--- src/rtl/patch_injector.sv ---
// Patch injector: substitutes streamed patch words onto RAM DQ during read bursts.
// Optional PATCH_INJECTOR_COUNT_EN enables the saturating patched-burst counter.
module patch_injector #(
  parameter int MAX_WORDS   = 16,
  parameter int ARM_TIMEOUT = 32
) (
  input  logic        mclk,
  input  logic        reset,
  input  logic        burst_addr_strobe,
  input  logic        burst_is_read,
  input  logic        burst_end,
  input  logic        ram_word_strobe,
  input  logic        patch_trigger,
  input  logic [15:0] patch_data,
  output logic        patch_data_next,
  output logic [15:0] ram_dq_out,
  output logic        ram_dq_oe,
  output logic        patch_active,
  output logic [15:0] patch_count
);

  localparam int CW = $clog2(MAX_WORDS) + 1;
  localparam int TW = $clog2(ARM_TIMEOUT + 1);

  typedef enum logic [1:0] {
    S_IDLE,
    S_ARMED,
    S_DRIVE,
    S_DONE
  } state_t;

  state_t      state_q, state_d;
  logic        read_q, read_d;
  logic [CW-1:0] wcnt_q, wcnt_d;
  logic [TW-1:0] tmo_q, tmo_d;
  logic [15:0] dq_q, dq_d;
  logic        oe_q, oe_d;
  logic        active_q, active_d;
  logic        next_d;

  always_comb begin
    state_d = state_q;
    read_d  = burst_addr_strobe ? burst_is_read : read_q;
    wcnt_d  = wcnt_q;
    tmo_d   = tmo_q;
    dq_d    = dq_q;
    oe_d    = oe_q;
    next_d  = 1'b0;
    unique case (state_q)
      S_IDLE: begin
        tmo_d = '0;
        if (patch_trigger && read_q)
          state_d = S_ARMED;
      end
      S_ARMED: begin
        if (burst_end) begin
          state_d = S_IDLE;
        end else if (ram_word_strobe) begin
          state_d = S_DRIVE;
          dq_d    = patch_data;
          oe_d    = 1'b1;
          next_d  = 1'b1;
          wcnt_d  = CW'(1);
        end else if (tmo_q == TW'(ARM_TIMEOUT - 1)) begin
          state_d = S_IDLE;
        end else begin
          tmo_d = tmo_q + TW'(1);
        end
      end
      S_DRIVE: begin
        if (burst_end) begin
          state_d = S_IDLE;
          oe_d    = 1'b0;
          wcnt_d  = '0;
        end else if (ram_word_strobe) begin
          if (wcnt_q == CW'(MAX_WORDS)) begin
            state_d = S_DONE;
            oe_d    = 1'b0;
          end else begin
            dq_d   = patch_data;
            next_d = 1'b1;
            wcnt_d = wcnt_q + CW'(1);
          end
        end
      end
      S_DONE: begin
        if (burst_end) begin
          state_d = S_IDLE;
          wcnt_d  = '0;
        end
      end
      default: state_d = S_IDLE;
    endcase
    // A new address while busy means the burst_end was missed.
    if (burst_addr_strobe && state_q != S_IDLE) begin
      state_d = S_IDLE;
      oe_d    = 1'b0;
      dq_d    = dq_q;
      next_d  = 1'b0;
      wcnt_d  = '0;
      tmo_d   = '0;
    end
    active_d = (state_d == S_ARMED) || (state_d == S_DRIVE);
  end

  always_ff @(posedge mclk or posedge reset) begin
    if (reset) begin
      state_q  <= S_IDLE;
      read_q   <= 1'b0;
      wcnt_q   <= '0;
      tmo_q    <= '0;
      dq_q     <= '0;
      oe_q     <= 1'b0;
      active_q <= 1'b0;
    end else begin
      state_q  <= state_d;
      read_q   <= read_d;
      wcnt_q   <= wcnt_d;
      tmo_q    <= tmo_d;
      dq_q     <= dq_d;
      oe_q     <= oe_d;
      active_q <= active_d;
    end
  end

  assign patch_data_next = next_d;
  assign ram_dq_out      = dq_q;
  assign ram_dq_oe       = oe_q;
  assign patch_active    = active_q;

`ifdef PATCH_INJECTOR_COUNT_EN
  logic [15:0] cnt_q, cnt_d;

  always_comb begin
    cnt_d = cnt_q;
    if (state_q == S_ARMED && state_d == S_DRIVE && cnt_q != 16'hFFFF)
      cnt_d = cnt_q + 16'd1;
  end

  always_ff @(posedge mclk or posedge reset) begin
    if (reset) cnt_q <= '0;
    else       cnt_q <= cnt_d;
  end

  assign patch_count = cnt_q;
`else
  assign patch_count = '0;
`endif

endmodule

--- config.mk ---
export PLATFORM = sky130hd
export DESIGN_NAME = patch_injector
export DESIGN_NICKNAME = d
export VERILOG_FILES = /design/src/rtl/patch_injector.sv
export SDC_FILE = /design/constraint.sdc
export NUM_CORES = 1
export LEC_CHECK = 0
export ABC_CLOCK_PERIOD_IN_PS = 3150
export CAP_MARGIN = 20
export CORE_MARGIN = 1
export CORE_UTILIZATION = 45
export CTS_BUF_LIST = sky130_fd_sc_hd__clkbuf_8
export CTS_CLUSTER_DIAMETER = 150
export CTS_CLUSTER_SIZE = 10
export DETAILED_ROUTE_END_ITERATION = 7
export PLACE_DENSITY_LB_ADDON = 0.3
export SYNTH_ARGS = -nofsm -noshare
export SYNTH_HDL_FRONTEND = slang
export SYNTH_SLANG_ARGS = --single-unit
--- constraint.sdc ---
create_clock -name mclk -period 3.15 [get_ports mclk]
set_clock_uncertainty 0.2 [all_clocks]
set_input_delay 0.315 -clock mclk [delete_from_list [all_inputs] [get_ports mclk]]
set_output_delay 0.315 -clock mclk [all_outputs]
set_load 0.05 [all_outputs]
==> run_results.csv, run 1 <==
group,metric,value,unit
clocking,cts_buffers,5,
flow_run,maxCapViolCount,0,
worst_setup_path,slowest_stage,"clkdlybuf4s50_1",
route,wire_per_inst,14.1,microns
place,place_ws,0.416,ns
global_route,track_usage,18.7,%
logic_synthesis,async_flop_share,100,%
timing,worstMarginPinSlew,0.647,ns
timing,slew_headroom,56.9,%
logic_synthesis,synth_common_cells,"32 x dfrtp_1, 16 x buf_4, 11 x nand2_1, 10 x mux2_1, 9 x inv_1",
timing,setup_tns,0,ns
clocking,cts_resized,0,
finish,fin_util,61.7,%
timing,period_share,96.4,%
logic_synthesis,synth_flop_cell,"dfrtp_1",
clocking,cts_hold_buf,0,
logic_synthesis,syn_area,0.00180,sq mm
power_and_ir_drop,finalPower,2.31,mW
logic_synthesis,ys_seq_area_share,44.4,%
logic_synthesis,avgSynthCellArea,10.7,sq um
global_route,grt_max_degree,33,
logic_synthesis,post-synth-top-count-cell,"dfrtp_1",
power_and_ir_drop,p_leak,1.03,nW
finish,multi_input_area,883,sq um
global_route,busiest_layer,"met2",
place,portBuffers,41,
global_route,grt.overflow.total,0,
global_route,grtUsageMet2,29.3,%
clocking,clk_pin_slew,0.07,ns
global_route,grt_util_met3,6.42,%
timing,final_max_slew_viol_count,0,
finish,drive_above_1_share,10.7,%
worst_setup_path,path_class,"flop to output port",
timing,setup_viol,0,
logic_synthesis,ys_top_cells_by_area,"dfrtp_1 44%, buf_4 6.7%, mux2_1 6.3%",
worst_setup_path,critPathTopFamily,"buffers and inverters",
worst_setup_path,critPathBufInv,2,
finish,register_area,801,sq um
power_and_ir_drop,powerDensity,1000,mW/mm^2
logic_synthesis,yosysWarnings,0,
floorplan,fp-row-count,22,
logic_synthesis,synth_cell_types,42,
place,place.gp.congestion,0.815,
route,vias_per_cell,5.16,
timing,worst_slack,0.113,ns
logic_synthesis,synth_edf_count,0,
floorplan,initial_core_util,48.1,%
worst_setup_path,critical-path-max-stage-delay,0.86,ns
finish,n_fill_cell,314,
floorplan,coreArea,0.00374,sq mm
route,drt-total-wl,3.72,mm
timing,max_freq,329,MHz
clocking,cts_sinks,32,
worst_setup_path,cp_cell_sequence,"inv_1 -> ha_1 -> nand2b_1 -> nand2_1 -> nor3_1 -> clkdlybuf4s50_1",
worst_setup_path,cp-end-kind,"output port",
clocking,cts_max_level,2,
clocking,post_cts_buffers,0,
floorplan,dieWidth,65.3,microns
worst_setup_path,critPathRequiredTime,2.63,ns
power_and_ir_drop,ir_drop,0.000512,V
floorplan,num_io_pins,58,
floorplan,dieArea,0.00426,sq mm
clocking,clock_latency,0.28,ns
timing,rsz0062_at_grt,"no",
global_route,first_global_vias,1248,
finish,area_delta_synth_final,28.3,%
route,firstDrtPassIters,4,
place,place_hpwl,2.82,mm
logic_synthesis,synth_cells,168,
timing,finalCriticalPeriod,3.04,ns
logic_synthesis,synth_area_leader_cell,"dfrtp_1",
route,via_count,1356,
worst_setup_path,critPathLaunchType,"flop",
global_route,met1_usage,24.0,%
route,ant_nets,0,
worst_setup_path,critPathArrivalTime,2.52,ns
timing,final-hold-violation-count,0,
clocking,cts_root_buffer,"clkbuf_8",
global_route,grt_pass1_wl,5.90,mm
floorplan,die_h,65.3,microns
worst_setup_path,path_max_fanout,6,
finish,final_nets,245,
min_path,min-delay-path-class,"primary input to asynchronous set/reset pin",
status,status,"finished clean",
route,drcViolationCount,0,
finish,diodes,0,
logic_synthesis,yosys.area.top_type_share,44.4,%
global_route,grt_antenna_before_repair,0,
logic_synthesis,synth_seq_cells,32,
clocking,cts_tree,"done",
clocking,clockBufferDepth,2,
route,drtIter0Drc,57,
[state kept, by name (all words and copies together) (netlist names)]
| signal | count |
|---|---|
| ram_dq_out | 16 |
| tmo_q | 6 |
| wcnt_q | 5 |
| state_q | 2 |
| patch_active | 1 |
| ram_dq_oe | 1 |
| read_q | 1 |
[cell families (layout without fill, tap and decap cells)]
group	Yosys count	in the layout	synth area share (%)
other cells	1	16	0.208
mux	19	19	11.8
simple gates	42	42	13.3
xor+xnor	4	4	1.94
compound gates	34	34	13.1
fa+ha+maj	8	8	5.56
flops	32	32	44.4
buf+inv	28	60	9.65
[cells in the final DEF (no fill, tap or decap), types with 5 or more instances in the layout]
master,instances
mux2_2,8
dfrtp_1,32
a31oi_1,6
inv_1,10
conb_1,16
o21ai_0,7
clkbuf_8,5
mux2_1,10
clkdlybuf4s50_1,41
a21oi_1,6
nand2_1,11
ha_1,8
nand2b_1,6
[stage by stage]
stage / area, sq um / hold WS [ns] / instances
after floorplan: 1860 / 0.213 / 183
after global placement: 2200 / 0.269 / 255
after detailed placement: 2200 / 0.270 / 255
after CTS: 2310 / 0.226 / 263
after global routing: 2310 / 0.247 / 263
final: 2310 / 0.222 / 263
[area by class of cell]
cell class | instances | area share, %
multi-input cells | 123 | 38.2
flip-flops and latches | 32 | 34.7
repair buffers | 43 | 18.4
clock buffers | 5 | 2.98
well taps | 48 | 2.60
clock inverters | 3 | 1.68
inverters | 9 | 1.46
[layer usage]
metal | share of wire [%] | up-vias | wire (microns)
met5 | 0 | - | 0
met4 | 1.6 | 0 | 60
met3 | 5.4 | 10 | 202
met2 | 51 | 53 | 1910
met1 | 41 | 643 | 1540
li1 | - | 650 | -
[worst paths after layout]
check                      startpoint              end  slack [ns]  cells after the start
min reg2reg                 wcnt_q[4]        wcnt_q[4]        0.28                      1
max in group asynchronous       reset        wcnt_q[1]        2.23                      3
max                        state_q[1]  patch_data_next        0.11                      6
min in group mclk           wcnt_q[4]        wcnt_q[4]        0.28                      1
max reg2reg                state_q[1]         tmo_q[3]        0.66                      7
min                             reset     patch_active        0.22                      3
[tightest hold or removal path, cell delays in order]
cell and delay (ns):
clkdlybuf4s50_1 0.40, inv_1 0.05, buf_4 0.36
[report_power, final]
part           leakage (nW)  switching, mW  internal [mW]  total (mW)
Clock                0.0593          0.151          0.231       0.382
Combinational         0.569          0.822          0.459        1.28
Sequential            0.401         0.0872          0.561       0.648
No activity file was read; power rests on OpenSTA's default activity.
==> inputs of run 2 (changes only) <==
--- a/config.mk
+++ b/config.mk
@@ -13,6 +13,7 @@
 export CTS_CLUSTER_DIAMETER = 150
 export CTS_CLUSTER_SIZE = 10
 export DETAILED_ROUTE_END_ITERATION = 7
+export DONT_BUFFER_PORTS = 1
 export PLACE_DENSITY_LB_ADDON = 0.3
 export SYNTH_ARGS = -nofsm -noshare
 export SYNTH_HDL_FRONTEND = slang
==> run 2 against run 1 <==
  * Final area decreased by 9.3%
  * Fmax increased by 15%
  * Global-route usage decreased by 0.31 points
  * Clock power about the same
  * Sequential share of layout area increased by 3.6 points
  * Non-clock buffer count decreased by 22
  * Routed wire length decreased by 3.8%
  * Setup slack improved by 0.40 ns
  * Final cell count decreased by 8.4%
  * Critical endpoint unchanged
==> run_results.csv, run 2 (synthesis results as in run 1) <==
group,metric,value,unit
route,firstDrtPassIters,4,
place,place.gp.congestion,0.836,
clocking,cts_hold_buf,19,
place,place_hpwl,2.51,mm
power_and_ir_drop,ir_drop,0.000386,V
timing,final-hold-violation-count,0,
worst_setup_path,path_class,"flop to output port",
timing,hold_slack,0.0352,ns
floorplan,fp-row-count,22,
timing,rsz0062_at_grt,"no",
floorplan,dieWidth,65.3,microns
timing,max_freq,379,MHz
timing,setup_tns,0,ns
clocking,cts_tree,"done",
timing,setup_viol,0,
worst_setup_path,critPathRequiredTime,2.63,ns
floorplan,die_h,65.3,microns
worst_setup_path,path_max_fanout,9,
worst_setup_path,cp_cell_sequence,"inv_1 -> ha_1 -> nand2b_1 -> nand2_1 -> nor3_2 -> buf_4",
global_route,grt.overflow.total,0,
route,drcViolationCount,0,
worst_setup_path,critPathLaunchType,"flop",
timing,finalCriticalPeriod,2.64,ns
global_route,first_global_vias,1288,
clocking,clock_latency,0.28,ns
power_and_ir_drop,p_leak,0.951,nW
timing,worst_slack,0.514,ns
clocking,clk_pin_slew,0.06,ns
finish,final_cell_mix,"32 x dfrtp_1, 19 x dlygate4sd3_1, 16 x conb_1, 11 x nand2_1",
global_route,track_usage,18.4,%
finish,area_delta_synth_final,16.3,%
worst_setup_path,critPathBufInv,2,
timing,final_max_slew_viol_count,0,
clocking,clockBufferDepth,2,
worst_setup_path,slowest_stage,"dfrtp_1",
min_path,min_path_cells,2,
global_route,grt_pass1_wl,5.91,mm
floorplan,initial_core_util,48.1,%
clocking,cts_sinks,32,
floorplan,dieArea,0.00426,sq mm
worst_setup_path,reg2regPathDepth,6,
finish,n_fill_cell,338,
finish,diodes,0,
worst_setup_path,critPathArrivalTime,2.12,ns
power_and_ir_drop,powerDensity,985,mW/mm^2
global_route,grt_antenna_before_repair,0,
global_route,grt_max_degree,33,
clocking,cts_buffers,5,
worst_setup_path,cp_num_cells,6,
clocking,cts_max_level,2,
route,via_count,1265,
route,ant_nets,0,
finish,drive_above_1_share,12.4,%
clocking,cts_root_buffer,"clkbuf_8",
min_path,min-delay-path-class,"primary input to flop",
flow_run,maxCapViolCount,0,
power_and_ir_drop,finalPower,2.06,mW
floorplan,coreArea,0.00374,sq mm
floorplan,num_io_pins,58,
clocking,cts_resized,0,
route,drt-total-wl,3.58,mm
route,vias_per_cell,5.25,
finish,final_nets,223,
timing,period_share,83.7,%
place,place_ws,0.624,ns
place,portBuffers,0,
finish,final_common_cell,"dfrtp_1",
route,wire_per_inst,14.8,microns
timing,worstMarginPinSlew,0.618,ns
route,drtIter0Drc,87,
worst_setup_path,cp-end-kind,"output port",
finish,largest_reg_flops,16,
worst_setup_path,critPathTopFamily,"simple AND/OR/NAND/NOR gates",
clocking,post_cts_buffers,0,
status,status,"finished clean",
worst_setup_path,critical-path-max-stage-delay,0.44,ns
timing,slew_headroom,58.8,%
run 2: cell count changes in the layout (fill, tap and decap cells not counted):
cell,delta
nor3_1,-1
clkdlybuf4s50_1,-41
nor3_2,+1
dlygate4sd3_1,+19
run 2: where the power goes:
| part | switching, mW | internal, mW |
|---|---|---|
| sequential | 0.534 | 0.553 |
| combinational | 0.341 | 0.252 |
| clock | 0.153 | 0.231 |
| total | 1.03 | 1.04 |
run 2: path summary, 6_finish.rpt:
check                                   to  slack [ns]         startpoint
min in group asynchronous         tmo_q[2]        0.36              reset
hold reg to reg                  wcnt_q[4]        0.28          wcnt_q[4]
hold / removal                  state_q[0]        0.04  burst_addr_strobe
setup reg to reg             ram_dq_out[2]        0.59         state_q[1]
max in group asynchronous       state_q[1]        2.10              reset
setup / recovery           patch_data_next        0.51         state_q[1]
run 2: cell type report:
type                    instances  area (sq um)  share of cell area (%)
clock buffers                   5          68.8                    3.28
clock inverters                 3          38.8                    1.85
inverters                       9          33.8                    1.61
multi-input cells             123           888                    42.4
flip-flops and latches         32           801                    38.2
well taps                      48          60.1                    2.87
repair buffers                 21           205                    9.79
run 2: stage by stage:
step           cells  util [%]  cell area (sq um)
3_5_place_dp     214      48.0               1800
5_1_grt          241      56.0               2100
3_3_place_gp     214      48.0               1800
2_1_floorplan    183         -               1860
6_report         241      56.0               2100
4_1_cts          241      56.0               2100
run 2: routing by layer:
layer	track usage [%]	vias to the layer above	share of wire (%)
li1	-	606	-
met1	20.4	634	40
met2	33.6	19	55
met3	4.69	6	3.1
met4	6.52	0	1.5
met5	0	-	0
run 2: worst reg2reg max path: stages, from the launching register on:
cell and delay, ns:
dfrtp_1 0.44, inv_1 0.14, ha_1 0.28, nand2b_1 0.30, nand2_1 0.18, a21o_1 0.50, mux2_2 0.41
==> inputs of run 3 (changes only) <==
--- a/config.mk
+++ b/config.mk
@@ -5,7 +5,7 @@
 export SDC_FILE = /design/constraint.sdc
 export NUM_CORES = 1
 export LEC_CHECK = 0
-export ABC_CLOCK_PERIOD_IN_PS = 3150
+export ABC_CLOCK_PERIOD_IN_PS = 2600
 export CAP_MARGIN = 20
 export CORE_MARGIN = 1
 export CORE_UTILIZATION = 45
==> constraint.sdc (replaced) <==
create_clock -name mclk -period 2.6 [get_ports mclk]
set_clock_uncertainty 0.2 [all_clocks]
set_input_delay 0.26 -clock mclk [delete_from_list [all_inputs] [get_ports mclk]]
set_output_delay 0.26 -clock mclk [all_outputs]
set_load 0.05 [all_outputs]
==> run 3 against run 2 <==
  * Final area increased by 1.9%
  * Register-to-register slack got worse by 0.44 ns
  * Highest routed layer unchanged
  * Non-clock buffer count increased by 4
  * Critical path depth unchanged
  * Sequential cell count unchanged
==> run_results.csv, run 3 (synthesis results as in run 1) <==
group,metric,value,unit
clocking,cts_sinks,32,
status,status,"finished clean",
finish,n_fill_cell,329,
worst_setup_path,critPathLaunchType,"flop",
power_and_ir_drop,p_leak,0.967,nW
route,wire_per_inst,14.4,microns
route,via_count,1295,
worst_setup_path,cp-end-kind,"output port",
power_and_ir_drop,netSwitchingFraction,49.3,%
route,dr_wl_met3,129,microns
power_and_ir_drop,p_seq_share,52.0,%
floorplan,num_io_pins,58,
place,place_hpwl,2.47,mm
clocking,cts_buffers,5,
floorplan,initial_core_util,48.1,%
finish,diodes,0,
flow_run,maxCapViolCount,0,
clocking,cts_tree,"done",
worst_setup_path,critical-path-max-stage-delay,0.44,ns
finish,final_cell_mix,"32 x dfrtp_1, 19 x dlygate4sd3_1, 16 x conb_1, 11 x nand2_1, 10 x mux2_1",
min_path,min_path_cells,3,
power_and_ir_drop,finalPower,2.53,mW
finish,drive_above_1_share,15.7,%
floorplan,dieWidth,65.3,microns
timing,finalCriticalPeriod,2.46,ns
worst_setup_path,cp_cell_sequence,"inv_1 -> ha_1 -> nand2b_2 -> nand2_1 -> nor3_2 -> buf_4",
clocking,cts_max_level,2,
global_route,track_usage,18.3,%
global_route,grt_pass1_wl,6.00,mm
worst_setup_path,reg2regPathDepth,8,
worst_setup_path,critPathArrivalTime,2.00,ns
route,drt-total-wl,3.54,mm
route,top_layer,"met4",
power_and_ir_drop,switching_power,1.25,mW
floorplan,die_h,65.3,microns
global_route,first_global_vias,1324,
route,m1WireLength,1.47,mm
worst_setup_path,slowest_stage,"dfrtp_1",
power_and_ir_drop,power_frac_clock,18.7,%
timing,setup_viol,0,
clocking,clk_pin_slew,0.07,ns
route,drcViolationCount,0,
timing,period_share,94.5,%
timing,max_freq,407,MHz
global_route,grt_max_degree,28,
clocking,clock_latency,0.28,ns
route,firstDrtPassIters,4,
route,ant_nets,0,
power_and_ir_drop,powerDensity,1180,mW/mm^2
min_path,min-delay-path-class,"primary input to flop",
clocking,cts_root_buffer,"clkbuf_8",
worst_setup_path,path_max_fanout,9,
place,place.gp.congestion,0.883,
clocking,clockBufferDepth,2,
worst_setup_path,critPathRequiredTime,2.14,ns
power_and_ir_drop,power.internal,1.28,mW
global_route,grt_antenna_before_repair,0,
place,portBuffers,0,
floorplan,fp-row-count,22,
global_route,grt.overflow.total,0,
floorplan,coreArea,0.00374,sq mm
finish,area_delta_synth_final,18.5,%
finish,final_nets,227,
timing,hold_slack,0.0284,ns
timing,final-hold-violation-count,0,
finish,final_common_cell,"dfrtp_1",
power_and_ir_drop,comb_power_share,29.3,%
route,drtIter0Drc,83,
worst_setup_path,reg2reg_to,"tmo_q[3]",
route,vias_per_cell,5.29,
worst_setup_path,r2r_setup_slack,0.15,ns
worst_setup_path,r2r-start,"state_q[1]",
finish,largest_reg_flops,16,
min_path,whs_endpoint,"state_q[1]",
route,wl_met2,1.90,mm
power_and_ir_drop,ir_drop,0.000384,V
min_path,min-delay-start,"patch_trigger",
timing,final_max_slew_viol_count,0,
floorplan,dieArea,0.00426,sq mm
worst_setup_path,path_class,"flop to output port",
-- run 3: area by class of cell --
cell class	instances	area [sq um]	share of cell area, %
multi-input combinational	123	895	41.9
tap	48	60.1	2.81
clock inverter	3	42.5	1.99
inverter	9	33.8	1.58
sequential	32	801	37.5
timing repair buffer	25	235	11.0
clock buffer	5	68.8	3.22
-- run 3: critical path, delay by kind of cell, from the launching register on --
kind / cells / cell delay, ns
DFF: 1 / 0.44
buffers and inverters: 2 / 0.40
and+or+nand+nor: 3 / 0.60
adders and majority gates: 1 / 0.27
-- run 3: power groups by stage --
stage               Combinational (mW)  Sequential [mW]  Clock (mW)
floorplan                        0.624             1.28           0
global placement                 0.677             1.32           0
detailed placement               0.704             1.33           0
CTS                              0.728             1.32       0.489
global route                     0.824             1.33       0.506
finish                           0.740             1.31       0.474
-- run 3: metal layers --
metal  global-route usage (%)  vias up
li1                         -      613
met1                     21.8      642
met2                     32.7       33
met3                     3.99        7
met4                     5.71        0
met5                        0        -
-- run 3: how the worst max path moves through the flow --
stage | to | startpoint
6_report | patch_data_next | state_q[1]
2_1_floorplan | patch_data_next | state_q[1]
3_5_place_dp | tmo_q[3] | state_q[0]
3_3_place_gp | tmo_q[3] | state_q[1]
4_1_cts | patch_data_next | state_q[1]
5_1_grt | tmo_q[3] | state_q[1]
-- run 3: what timing repair did --
action                                  4_1_cts  5_1_grt
endpoints found under the setup margin        0        5
setup buffers                                 0        2
hold buffers                                 19        0
hold endpoints to repair                     51        0
resized for setup                             0        2
-- run 3: metrics by stage --
step           setup slack [ns]  setup TNS [ns]  std cells  utilization, %  instance area, sq um
2_1_floorplan             0.263               0        183               -                  1860
3_3_place_gp              0.290               0        216            48.4                  1810
6_report                  0.144               0        245            57.1                  2140
4_1_cts                  0.0263               0        243            56.5                  2110
5_1_grt                -0.00890        -0.00890        245            57.1                  2140
3_5_place_dp              0.179               0        216            48.4                  1810
